===== config.mk =====
export PLATFORM = sky130hd
export DESIGN_NAME = frag_buffer_write_arbiter
export DESIGN_NICKNAME = d
export VERILOG_FILES = /design/src/rtl/frag_buffer_write_arbiter_pkg.sv /design/src/rtl/frag_rr_arbiter_2.sv /design/src/rtl/frag_buffer_write_arbiter.sv
export SDC_FILE = /design/constraint.sdc
export NUM_CORES = 1
export LEC_CHECK = 0
export CORE_AREA = 3 3 173 175
export DETAILED_ROUTE_END_ITERATION = 16
export DIE_AREA = 0 0 176 178
export HOLD_SLACK_MARGIN = 0.15
export PLACE_DENSITY = 0.72
export RECOVER_POWER = 50
export SETUP_SLACK_MARGIN = 0.2
export SLEW_MARGIN = 20
export SYNTH_ARGS = -nofsm -noshare
export SYNTH_HDL_FRONTEND = slang
export SYNTH_SLANG_ARGS = --single-unit
export TNS_END_PERCENT = 100

===== constraint.sdc =====
create_clock -name clk -period 4.35 [get_ports clk]
set_clock_uncertainty 0.05 [all_clocks]
set_input_delay 1.0875 -clock clk [delete_from_list [all_inputs] [get_ports clk]]
set_output_delay 1.0875 -clock clk [all_outputs]
set_load 0.005 [all_outputs]

===== src/rtl/frag_buffer_write_arbiter_pkg.sv =====
// Shared types and constants for the fragmentation-buffer write arbiter:
// FSM state encoding, requester indices and default buffer geometry.
package frag_buffer_write_arbiter_pkg;

  localparam int DEF_BUFFER_WIDTH = 128;
  localparam int DEF_BUFFER_DEPTH = 8;

  localparam logic REQ_AXI = 1'b0;
  localparam logic REQ_RX  = 1'b1;

  typedef enum logic [1:0] {
    IDLE       = 2'd0,
    WAIT_SPACE = 2'd1,
    XFER       = 2'd2
  } arb_state_t;

endpackage


===== src/rtl/frag_rr_arbiter_2.sv =====
// Two-way round-robin selector; the pointer moves to the requester that was
// not served whenever i_update strobes.
module frag_rr_arbiter_2
  import frag_buffer_write_arbiter_pkg::*;
(
  input  logic       clk,
  input  logic       arst,
  input  logic [1:0] i_req,
  input  logic       i_update,
  input  logic       i_served,
  output logic       o_winner
);

  logic r_ptr;

  always_ff @(posedge clk or negedge arst) begin
    if (!arst) begin
      r_ptr <= REQ_AXI;
    end else if (i_update) begin
      r_ptr <= ~i_served;
    end
  end

  // The pointer only breaks ties; a lone requester always wins.
  always_comb begin
    o_winner = r_ptr;
    if (i_req == 2'b01) begin
      o_winner = REQ_AXI;
    end else if (i_req == 2'b10) begin
      o_winner = REQ_RX;
    end
  end

endmodule


===== src/rtl/frag_buffer_write_arbiter.sv =====
// Arbitrates the AXI TX and RX completion paths onto the fragmentation-buffer
// write port, one whole TLP at a time. FRAG_ARB_STRICT_PRIO_EN: requester 0 always wins.
module frag_buffer_write_arbiter
  import frag_buffer_write_arbiter_pkg::*;
#(
  parameter int BUFFER_WIDTH = DEF_BUFFER_WIDTH,
  parameter int BUFFER_DEPTH = DEF_BUFFER_DEPTH
) (
  input  logic                      clk,
  input  logic                      arst,
  input  logic [1:0]                req,
  input  logic [2*BUFFER_DEPTH-1:0] req_len,
  input  logic [1:0]                beat_valid,
  input  logic [2*BUFFER_WIDTH-1:0] beat_data,
  input  logic [2*BUFFER_DEPTH-1:0] beat_nloc,
  output logic [1:0]                grant,
  output logic [1:0]                beat_ready,
  output logic                      len_err,
  output logic                      wr_en,
  output logic [BUFFER_WIDTH-1:0]   data_in,
  output logic [BUFFER_DEPTH-1:0]   no_loc_wr,
  input  logic [BUFFER_DEPTH-1:0]   empty_loc,
  output logic [1:0]                dbg_state
);

  arb_state_t              r_state;
  arb_state_t              w_next_state;
  logic                    r_winner;
  logic [BUFFER_DEPTH-1:0] r_remaining;
  logic                    w_sel;
  logic [BUFFER_DEPTH-1:0] w_sel_len;
  logic [BUFFER_DEPTH-1:0] w_nloc;
  logic [BUFFER_DEPTH-1:0] w_loc;
  logic [BUFFER_WIDTH-1:0] w_data;
  logic                    w_fire;
  logic                    w_over;
  logic                    w_done;

`ifdef FRAG_ARB_STRICT_PRIO_EN
  assign w_sel = req[REQ_AXI] ? REQ_AXI : REQ_RX;
`else
  frag_rr_arbiter_2 u_rr (
    .clk      (clk),
    .arst     (arst),
    .i_req    (req),
    .i_update (w_done),
    .i_served (r_winner),
    .o_winner (w_sel)
  );
`endif

  assign w_sel_len = w_sel    ? req_len[2*BUFFER_DEPTH-1:BUFFER_DEPTH]   : req_len[BUFFER_DEPTH-1:0];
  assign w_nloc    = r_winner ? beat_nloc[2*BUFFER_DEPTH-1:BUFFER_DEPTH] : beat_nloc[BUFFER_DEPTH-1:0];
  assign w_data    = r_winner ? beat_data[2*BUFFER_WIDTH-1:BUFFER_WIDTH] : beat_data[BUFFER_WIDTH-1:0];

  // A zero-length TLP still gets its grant cycle but can never write.
  assign w_fire = (r_state == XFER) && beat_valid[r_winner] && (r_remaining != '0);
  assign w_over = w_nloc > r_remaining;
  assign w_loc  = w_over ? r_remaining : w_nloc;
  assign w_done = (r_state == XFER) &&
                  ((r_remaining == '0) || (w_fire && (w_nloc >= r_remaining)));

  assign dbg_state = r_state;

  always_ff @(posedge clk or negedge arst) begin
    if (!arst) begin
      r_state <= IDLE;
    end else begin
      r_state <= w_next_state;
    end
  end

  // Handshake: a beat moves when beat_valid and beat_ready are both high in
  // the same cycle; beat_ready mirrors grant and only the winner ever sees it.
  always_comb begin
    w_next_state = r_state;
    grant        = 2'b00;
    case (r_state)
      IDLE: begin
        if (|req) w_next_state = WAIT_SPACE;
      end
      WAIT_SPACE: begin
        if (empty_loc >= r_remaining) w_next_state = XFER;
      end
      XFER: begin
        grant = (r_winner == REQ_RX) ? 2'b10 : 2'b01;
        if (w_done) w_next_state = IDLE;
      end
      default: w_next_state = IDLE;
    endcase
    beat_ready = grant;
  end

  always_ff @(posedge clk or negedge arst) begin
    if (!arst) begin
      r_winner    <= REQ_AXI;
      r_remaining <= '0;
      wr_en       <= 1'b0;
      len_err     <= 1'b0;
      data_in     <= '0;
      no_loc_wr   <= '0;
    end else begin
      wr_en   <= w_fire;
      len_err <= w_fire && w_over;
      if ((r_state == IDLE) && (|req)) begin
        r_winner    <= w_sel;
        r_remaining <= w_sel_len;
      end
      if (w_fire) begin
        data_in     <= w_data;
        no_loc_wr   <= w_loc;
        r_remaining <= r_remaining - w_loc;
      end
    end
  end

endmodule

======== After elaboration in Yosys (flattened, before gate mapping) ========
Cells that the tools add are included.
operators by class
  bitwise operators ....................... 1
  add/subtract/negate cells ............... 1
  multiplexer cells ....................... 16
  $lt $le $gt $ge ......................... 4
  equal/unequal tests ..................... 7
  reduce and logical (&&, ||, !) cells .... 13
operators by type and width
  cell                                                                    number
  128-bit 2-to-1 mux                                                      1
  8-bit 2-to-1 mux                                                        5
  8-bit greater-or-equal comparator                                       2
  2-bit 2-to-1 mux                                                        5
  8-bit greater-than comparator                                           1
  8-bit logical NOT                                                       1
  8-bit nonzero test                                                      1
  8-bit subtractor                                                        1
  1-bit logical AND                                                       6
  2-bit case mux with 3 select lines                                      1
  2-bit by 1-bit equality test with 1-bit output (second input constant)  2
  2-bit equality test (second input constant)                             2
  1-bit 2-to-1 mux                                                        4
  2-bit != test (second input constant)                                   2
  3-bit AND reduction                                                     1
  2-bit logical NOT                                                       1
  1-bit by 2-bit < comparator with 1-bit output (second input constant)   1
  2-bit by 1-bit != test with 1-bit output (second input constant)        1
  2-bit nonzero test                                                      1
  2-bit OR reduction                                                      1
  1-bit logical OR                                                        1
  1-bit inverter                                                          1
storage, ports and cells
  output and inout bits ................... 144
  logic and storage cells ................. 50
  flip-flop bits (word level) ............. 150
  input bits .............................. 302

======== Longest topological paths before layout ========
Gate-level depths: netlist of run 1.
  depth after elaboration ................. 9
  depth in mapped cells ................... 19
  depth with buffers taken out ............ 16

======== Hierarchy ========
From an unflattened synthesis of run 1, not the netlist that was laid out.
unflattened totals
  cells, all modules ...................... 758
  area total of the unflattened synthesis .. 7,743.7 um^2
modules (own cells, without submodules)
  module                     area an instance (um^2)  cells an instance  seq. area each (um^2)  times used
  frag_buffer_write_arbiter  7,689.9                  753                3,728.6                1
  frag_rr_arbiter_2          53.8                     5                  25.0                   1

======== Worst setup path before layout of run 1 ========
Ideal clock, no wire load.
  path type ............................... input to register
  start ................................... input port beat_nloc[15]
  end ..................................... register r_remaining[5]
  cell stages on the path ................. 14
  setup slack ............................. 24 ps
  data arrival time ....................... 4,155 ps
  setup time .............................. 120 ps
  data required time ...................... 4,180 ps
  buffers on the path ..................... 1
  cells stage by stage .................... mux2_2 > ha_1 > nand4_1 > nor2_1 > a211o_1 > clkbuf_1 > a21oi_1 > or2_2 > ha_1 > a21oi_1 > a21boi_0 > o21a_1 > or3_1 > a31o_2
between the ends
  word-level cells in the longest chain between the ends .. 5
RTL lines
  item                           line                              text
  start: declaration             frag_buffer_write_arbiter.sv:15   input logic [2*BUFFER_DEPTH-1:0] beat_nloc,
  8-bit 2-to-1 mux               frag_buffer_write_arbiter.sv:53   assign w_nloc = r_winner ? beat_nloc[2*BUFFER_DEPTH-1:BUFFER_DEPTH] : beat_nloc[BUFFER_DEPTH-1:0];
  8-bit greater-than comparator  frag_buffer_write_arbiter.sv:58   assign w_over = w_nloc > r_remaining;
  8-bit 2-to-1 mux               frag_buffer_write_arbiter.sv:59   assign w_loc = w_over ? r_remaining : w_nloc;
  8-bit subtractor               frag_buffer_write_arbiter.sv:112  r_remaining <= r_remaining - w_loc;
  8-bit 2-to-1 mux               frag_buffer_write_arbiter.sv:109  if (w_fire) begin
  end signal: assignment         frag_buffer_write_arbiter.sv:107  r_remaining <= w_sel_len;
  end signal: assignment         frag_buffer_write_arbiter.sv:112
  end: declaration               frag_buffer_write_arbiter.sv:29   logic [BUFFER_DEPTH-1:0] r_remaining;
No other way between the ends.
A chain may end at the register's enable or synchronous reset.

======== Worst setup path in the final report of run 1 ========
  start ................................... input port beat_nloc[4]
  end ..................................... register r_remaining[7]
between the ends
  word-level cells in the longest chain between the ends .. 5
RTL lines
  item                           line
  8-bit 2-to-1 mux (*)           frag_buffer_write_arbiter.sv:53
  8-bit greater-than comparator  frag_buffer_write_arbiter.sv:58
  8-bit 2-to-1 mux (*)           frag_buffer_write_arbiter.sv:59
  8-bit subtractor (*)           frag_buffer_write_arbiter.sv:112
  8-bit 2-to-1 mux (*)           frag_buffer_write_arbiter.sv:109
Mark *: on every way between the ends. The rest lies on a longest branch, timed or not.

==> results.cfg, run 1 <==
[run_status]
status = finished, violations left
violations = capacitance limit, slew limit

[yosys]
ys_seq_area_share_pct = 43.4
syn_area_um2 = 8650
synth_top_cell_by_area = dfrtp_1
syn_nets = 1111
synthMostInstantiatedCell = dfrtp_1
synthTopCellsByCount = 150 x dfrtp_1, 137 x mux2i_1, 100 x o21ai_2, 90 x nand2_2, 51 x nand2_1
yosysTopAreaCellShare_pct = 43.4
synth.distinct_cells = 52
synth.avg_cell_area_um2 = 11.1
ys_top_cells_by_area = dfrtp_1 43%, mux2i_1 16%, o21ai_2 10%
synth_seq_cells = 150
async_flop_share_pct = 100
synth_edf_count = 0
synthFlopType = dfrtp_1
synthCells = 783
yosys_warnings = 0

[sta]
drv_slew = 55
fin_crit_ps = 4250
max_freq_mhz = 235
worst_pin_slew_ps = 3160
rsz0062_at_grt = yes
finalHoldViolCount = 0
fin_crit_sh_pct = 97.7
slew_headroom_pct = -110
setup_violations = 0

[drt]
dr.first_iter.drc_count = 437
drc = 0
drt_pass1_iterations = 5
vias = 7733
routed_via_density = 4.67
drt_wl_total_um = 28900
ant_nets = 0
wire_per_inst_um = 17.4

[finish]
nets = 1588
final_layout_size_suffix_gt1_share_pct = 28.0
area_growth_pct = 69.3
antenna_cells = 0
multi_input_area_um2 = 4750
utilization_pct = 51.2
nFillCells = 2531
seq_area_um2 = 3760

[global_routing]
overflow = 0
grt_start_max_net_pins = 83
grt_pass1_wl_um = 41600
grt_pass1_vias = 7670
grt_use_total_pct = 16.9
antenna_found_initial = 0

[placed_design]
numPortBuffers = 445
dp_hpwl_um = 22100
place.gp.congestion = 0.849

[clock_tree]
cts_root_buffer = clkbuf_16
cts_sinks = 150
clockBufferDepth = 2
clk_latency_ps = 420
cts_tree = yes
path_clk_slew_ps = 70
h-tree-depth = 4
numCtsBuffers = 17

[worst_setup_path]
critPathCaptureType = flip-flop
worstPathMaxFanout = 5
crit_arrival_ps = 4500
critical_path_class = in -> reg
worst_setup_path_start_kind = primary input
cp.required_ps = 4610

[floorplan]
num_rows = 62
io_pins = 446
core-area_um2 = 28600
initial_core_util_pct = 30.2
die_area_um2 = 31300
die_h_um = 178
fp.dieW_um = 176

[power]
cellLeakagePower_nw = 6.77
power_density_nw_per_um2 = 656
irDropWorstVdd_mv = 0.375
finalPower_mw = 9.60

[job]
cap_violations = 1

[min_path]
hold_class = reg -> reg
-- worst max-delay path: stages --
cell and delay, ps:
clkdlybuf4s50_1 430, mux2_4 300, ha_1 300, nand4_1 130, buf_6 160, buf_4 160
o21ai_4 180, buf_6 160, a21oi_2 70, or2_4 270, ha_2 200, or4_4 530
o21ai_4 170, nor2_1 50, a221o_1 310
-- metrics by stage --
stage	hold slack [ps]	instances	setup TNS (ps)	worst slack [ps]	cell area (um^2)
after global routing	438	1657	0	41.9	14600
after global placement	410	1611	-1260	-352	13600
after detailed placement	414	1611	-1690	-418	13600
after floorplan	420	783	0	190	8700
final	421	1657	0	102	14600
after CTS	430	1645	0	182	14200
-- layer usage --
metal	GRT usage [%]	share of wire [%]	up-vias
li1	-	-	3759
met1	20.1	39	3554
met2	29.9	51	368
met3	5.17	8.2	52
met4	4.39	2.0	0
met5	0	0	-
-- report_power, final --
group          internal [mW]  switching (mW)
clock                  0.793           0.680
sequential              2.01           0.505
combinational           3.07            2.54
total                   5.88            3.72
-- cell families after synthesis --
| kind of cell | Yosys count | share of synthesized area [%] |
|---|---|---|
| mux | 147 | 17.1 |
| compound gates | 196 | 17.2 |
| xor+xnor | 4 | 0.405 |
| flops | 150 | 43.4 |
| fa+ha+maj | 27 | 3.96 |
| simple gates | 190 | 11.9 |
| buf+inv | 69 | 6.04 |
-- flip-flops by register name, indices dropped and copies added (netlist names) --
register,cells
data_in,128
no_loc_wr,8
r_remaining,8
dbg_state,2
len_err,1
r_winner,1
u_rr.r_ptr,1
wr_en,1
-- cell usage in the layout (no fill, tap or decap), drive strengths merged, types with 2 or more instances in the layout --
cell type,synthesis,layout
o21ai,137,137
a211oi,7,7
xnor2,2,2
nor2,16,16
dlymetal6s2s,0,7
or2,7,7
nor2b,3,3
xor2,2,2
mux2,10,10
nand2b,2,2
clkinv,0,4
nand3b,2,2
mux2i,137,137
dfrtp,150,150
a21oi,23,23
o21a,2,2
a21o,6,6
inv,16,24
o31ai,8,8
clkdlybuf4s50,0,367
clkbuf,27,21
dlygate4sd3,0,70
a211o,1,2
buf,26,64
ha,25,25
or4,3,3
nand2,141,141
nor3,11,11
a31o,3,3
nand4,2,2
-- layout make-up --
type / instances / area share [%]
clock buffers: 19 / 3.09
clock inverters: 13 / 0.888
inverters: 16 / 0.427
multi-input cells: 565 / 32.4
flip-flops and latches: 150 / 25.6
well taps: 384 / 3.28
repair buffers: 510 / 34.3
-- what timing repair did --
action | CTS | global route
pin swaps | 4 | 32
buffers inserted | 1 | 11
cloned | 1 | 1
resized for setup | 8 | 67
endpoints found under the setup margin | 4 | 5
hold buffers | 0 | 0
endpoints found under the hold margin | 0 | 0
-- final timing paths --
path	slack (ps)	endpoint	cells past startpoint	from
max in group asynchronous	790	data_in[36]	1	arst
max reg2reg	440	r_remaining[7]	14	r_winner
min in group asynchronous	1650	data_in[118]	1	arst
min reg2reg	420	data_in[31]	2	data_in[31]
max	100	r_remaining[7]	15	beat_nloc[4]
min	420	data_in[31]	2	data_in[31]
(Power assumes the default switching activity.)
==> run 2: changes to the inputs <==
- clock period: 4.35 -> 4.7 ns (I/O delays scaled with it)
==> run 2 against run 1 <==
Against the previous run:
- the flow still finishes with violations (capacitance limit, slew limit)
- sequential cell count did not move
- final cell count did not move
- design area fell by 2.2%
- sequential power fell by 8.3%
- worst setup slack improved by 140 ps
- clock-buffer cell count did not move
- register-to-register slack improved by 270 ps
- non-clock buffer count rose by 1
- total power fell by 12%
- sequential share of layout area rose by 0.58 points
- utilization fell by 1.1 points
- die area did not move
- largest cell class unchanged
==> results.cfg, run 2 (synthesis results as in run 1) <==
[run_status]
status = finished, violations left
violations = capacitance limit, slew limit

[finish]
final_layout_size_suffix_gt1_share_pct = 26.0
final_common_cell = clkdlybuf4s50_1
nets = 1588
antenna_cells = 0
final_cell_mix = 373 x clkdlybuf4s50_1, 149 x dfrtp_1, 137 x mux2i_1
reg_top3 = data_in x128, no_loc_wr x8, r_remaining x8
finish.instance_area_um2 = 14300
nFillCells = 2556
area_growth_pct = 65.5
largest_register = data_in
largest_reg_flops = 128

[sta]
worst_pin_slew_ps = 2410
rsz0062_at_grt = yes
fin_crit_sh_pct = 95.0
whs_ps = 423
drv_slew = 93
slew_headroom_pct = -60.9
setup_violations = 0
max_freq_mhz = 224
fin_crit_ps = 4460
finalHoldViolCount = 0
tns_ps = 0

[drt]
drt_wl_total_um = 28600
routed_via_density = 4.51
drt_pass1_iterations = 4
wire_per_inst_um = 17.2
dr.first_iter.drc_count = 282
drc = 0
ant_nets = 0
vias = 7471

[global_routing]
grt_pass1_wl_um = 42200
overflow = 0
grt_pass1_vias = 7618
grt_start_max_net_pins = 94
antenna_found_initial = 0
grt_use_total_pct = 17.4

[worst_setup_path]
worst_setup_path_start_kind = primary input
critPathCaptureType = flip-flop
crit_arrival_ps = 4710
cp_slowest_cell = or4_4
crit_start = beat_nloc[1]
cp.required_ps = 4950
path_cells = clkdlybuf4s50_1 -> mux2_4 -> ha_1 -> nor2b_1 -> o211ai_1 -> a211o_1 -> buf_6 -> a21oi_1 -> or2_4 -> ha_2 -> or4_4 -> o21ai_2 -> nor2_1 -> a221o_1
worstPathMaxFanout = 5
critical_path_class = in -> reg
path_buf_inv = 2
critical_path.top_delay_family = compound AO/OA/AOI/OAI gates
cpPeakStageDelay_ps = 510
reg2reg_from = r_winner

[clock_tree]
cts_root_buffer = clkbuf_16
h-tree-depth = 4
clockBufferDepth = 2
ctsHoldBuffers = 0
path_clk_slew_ps = 60
cts_sinks = 150
cts_tree = yes
clk_latency_ps = 420
numCtsBuffers = 17

[placed_design]
place.gp.congestion = 0.857
dpl-instance-area_um2 = 13600
numPortBuffers = 445
dp_hpwl_um = 22700

[min_path]
min-delay-start = data_in[117]
hold_class = reg -> reg

[floorplan]
initial_core_util_pct = 30.2
num_rows = 62
fp.dieW_um = 176
io_pins = 446
die_h_um = 178
die_area_um2 = 31300
core-area_um2 = 28600

[power]
irDropWorstVdd_mv = 0.302
power_density_nw_per_um2 = 589
cellLeakagePower_nw = 6.65

[job]
cap_violations = 1
-- run 2: cell types whose count changed in the layout (fill, tap and decap cells not counted), moves of 5 or more --
cell and change:
ha_4 -10, a21oi_1 +5, mux2_4 -5, buf_4 +6, ha_1 +10, mux2_2 +5, nor3_1 +5, clkdlybuf4s50_1 +6
dlymetal6s2s_1 -7
-- run 2: final timing paths --
path	end	slack (ps)	cells past startpoint
min in group asynchronous	data_in[116]	1400	1
min reg2reg	data_in[117]	420	2
max	r_remaining[7]	240	14
max reg2reg	r_remaining[7]	710	13
min	data_in[117]	420	2
max in group asynchronous	r_winner	1400	1
-- run 2: metal layers --
layer  wire length (um)  up-vias  share of wire [%]  global-route usage (%)
met3               2200       43                7.7                    4.92
met2              14300      307                 50                    30.3
met4                728        0                2.5                    5.97
met1              11300     3369                 40                    20.6
met5                  0        -                  0                       0
li1                   -     3752                  -                       -
-- run 2: area by class of cell --
class / count / area (um^2) / share of cell area (%)
tap: 384 / 480 / 3.35
sequential: 150 / 3760 / 26.2
timing repair buffer: 511 / 5000 / 34.9
clock buffer: 19 / 433 / 3.02
multi-input combinational: 564 / 4450 / 31.1
clock inverter: 13 / 140 / 0.978
inverter: 16 / 62.6 / 0.437
-- run 2: worst register-to-register path: stages, from the launching register on --
cell      delay (ps)
dfrtp_4          600
mux2_4           360
ha_1             290
nor2b_1          130
o211ai_1         410
a211o_1          280
buf_6            130
a21oi_1           90
or2_4            290
ha_2             190
or4_4            510
o21ai_2          170
nor2_1            50
a221o_1          310
-- run 2: timing repair --
item | in CTS | in global routing
gates cloned | 0 | 0
pin swaps | 1 | 13
setup endpoints to repair | 2 | 4
setup buffers | 0 | 5
resized for setup | 5 | 17
-- run 2: per-stage QoR --
stage | worst slack (ps) | cells | total power [mW] | utilization [%]
after detailed placement | -331 | 1620 | 7.08 | 47.7
after global routing | 96.3 | 1657 | 9.06 | 50.0
after CTS | 201 | 1652 | 8.49 | 49.7
after floorplan | 287 | 783 | 4.75 | -
final | 237 | 1657 | 8.43 | 50.0
after global placement | -226 | 1620 | 6.96 | 47.7
-- run 2: power by group --
group / switching (mW) / internal [mW] / total (mW)
combinational: 2.15 / 2.62 / 4.77
sequential: 0.442 / 1.87 / 2.31
clock: 0.603 / 0.748 / 1.35
total: 3.20 / 5.23 / 8.43
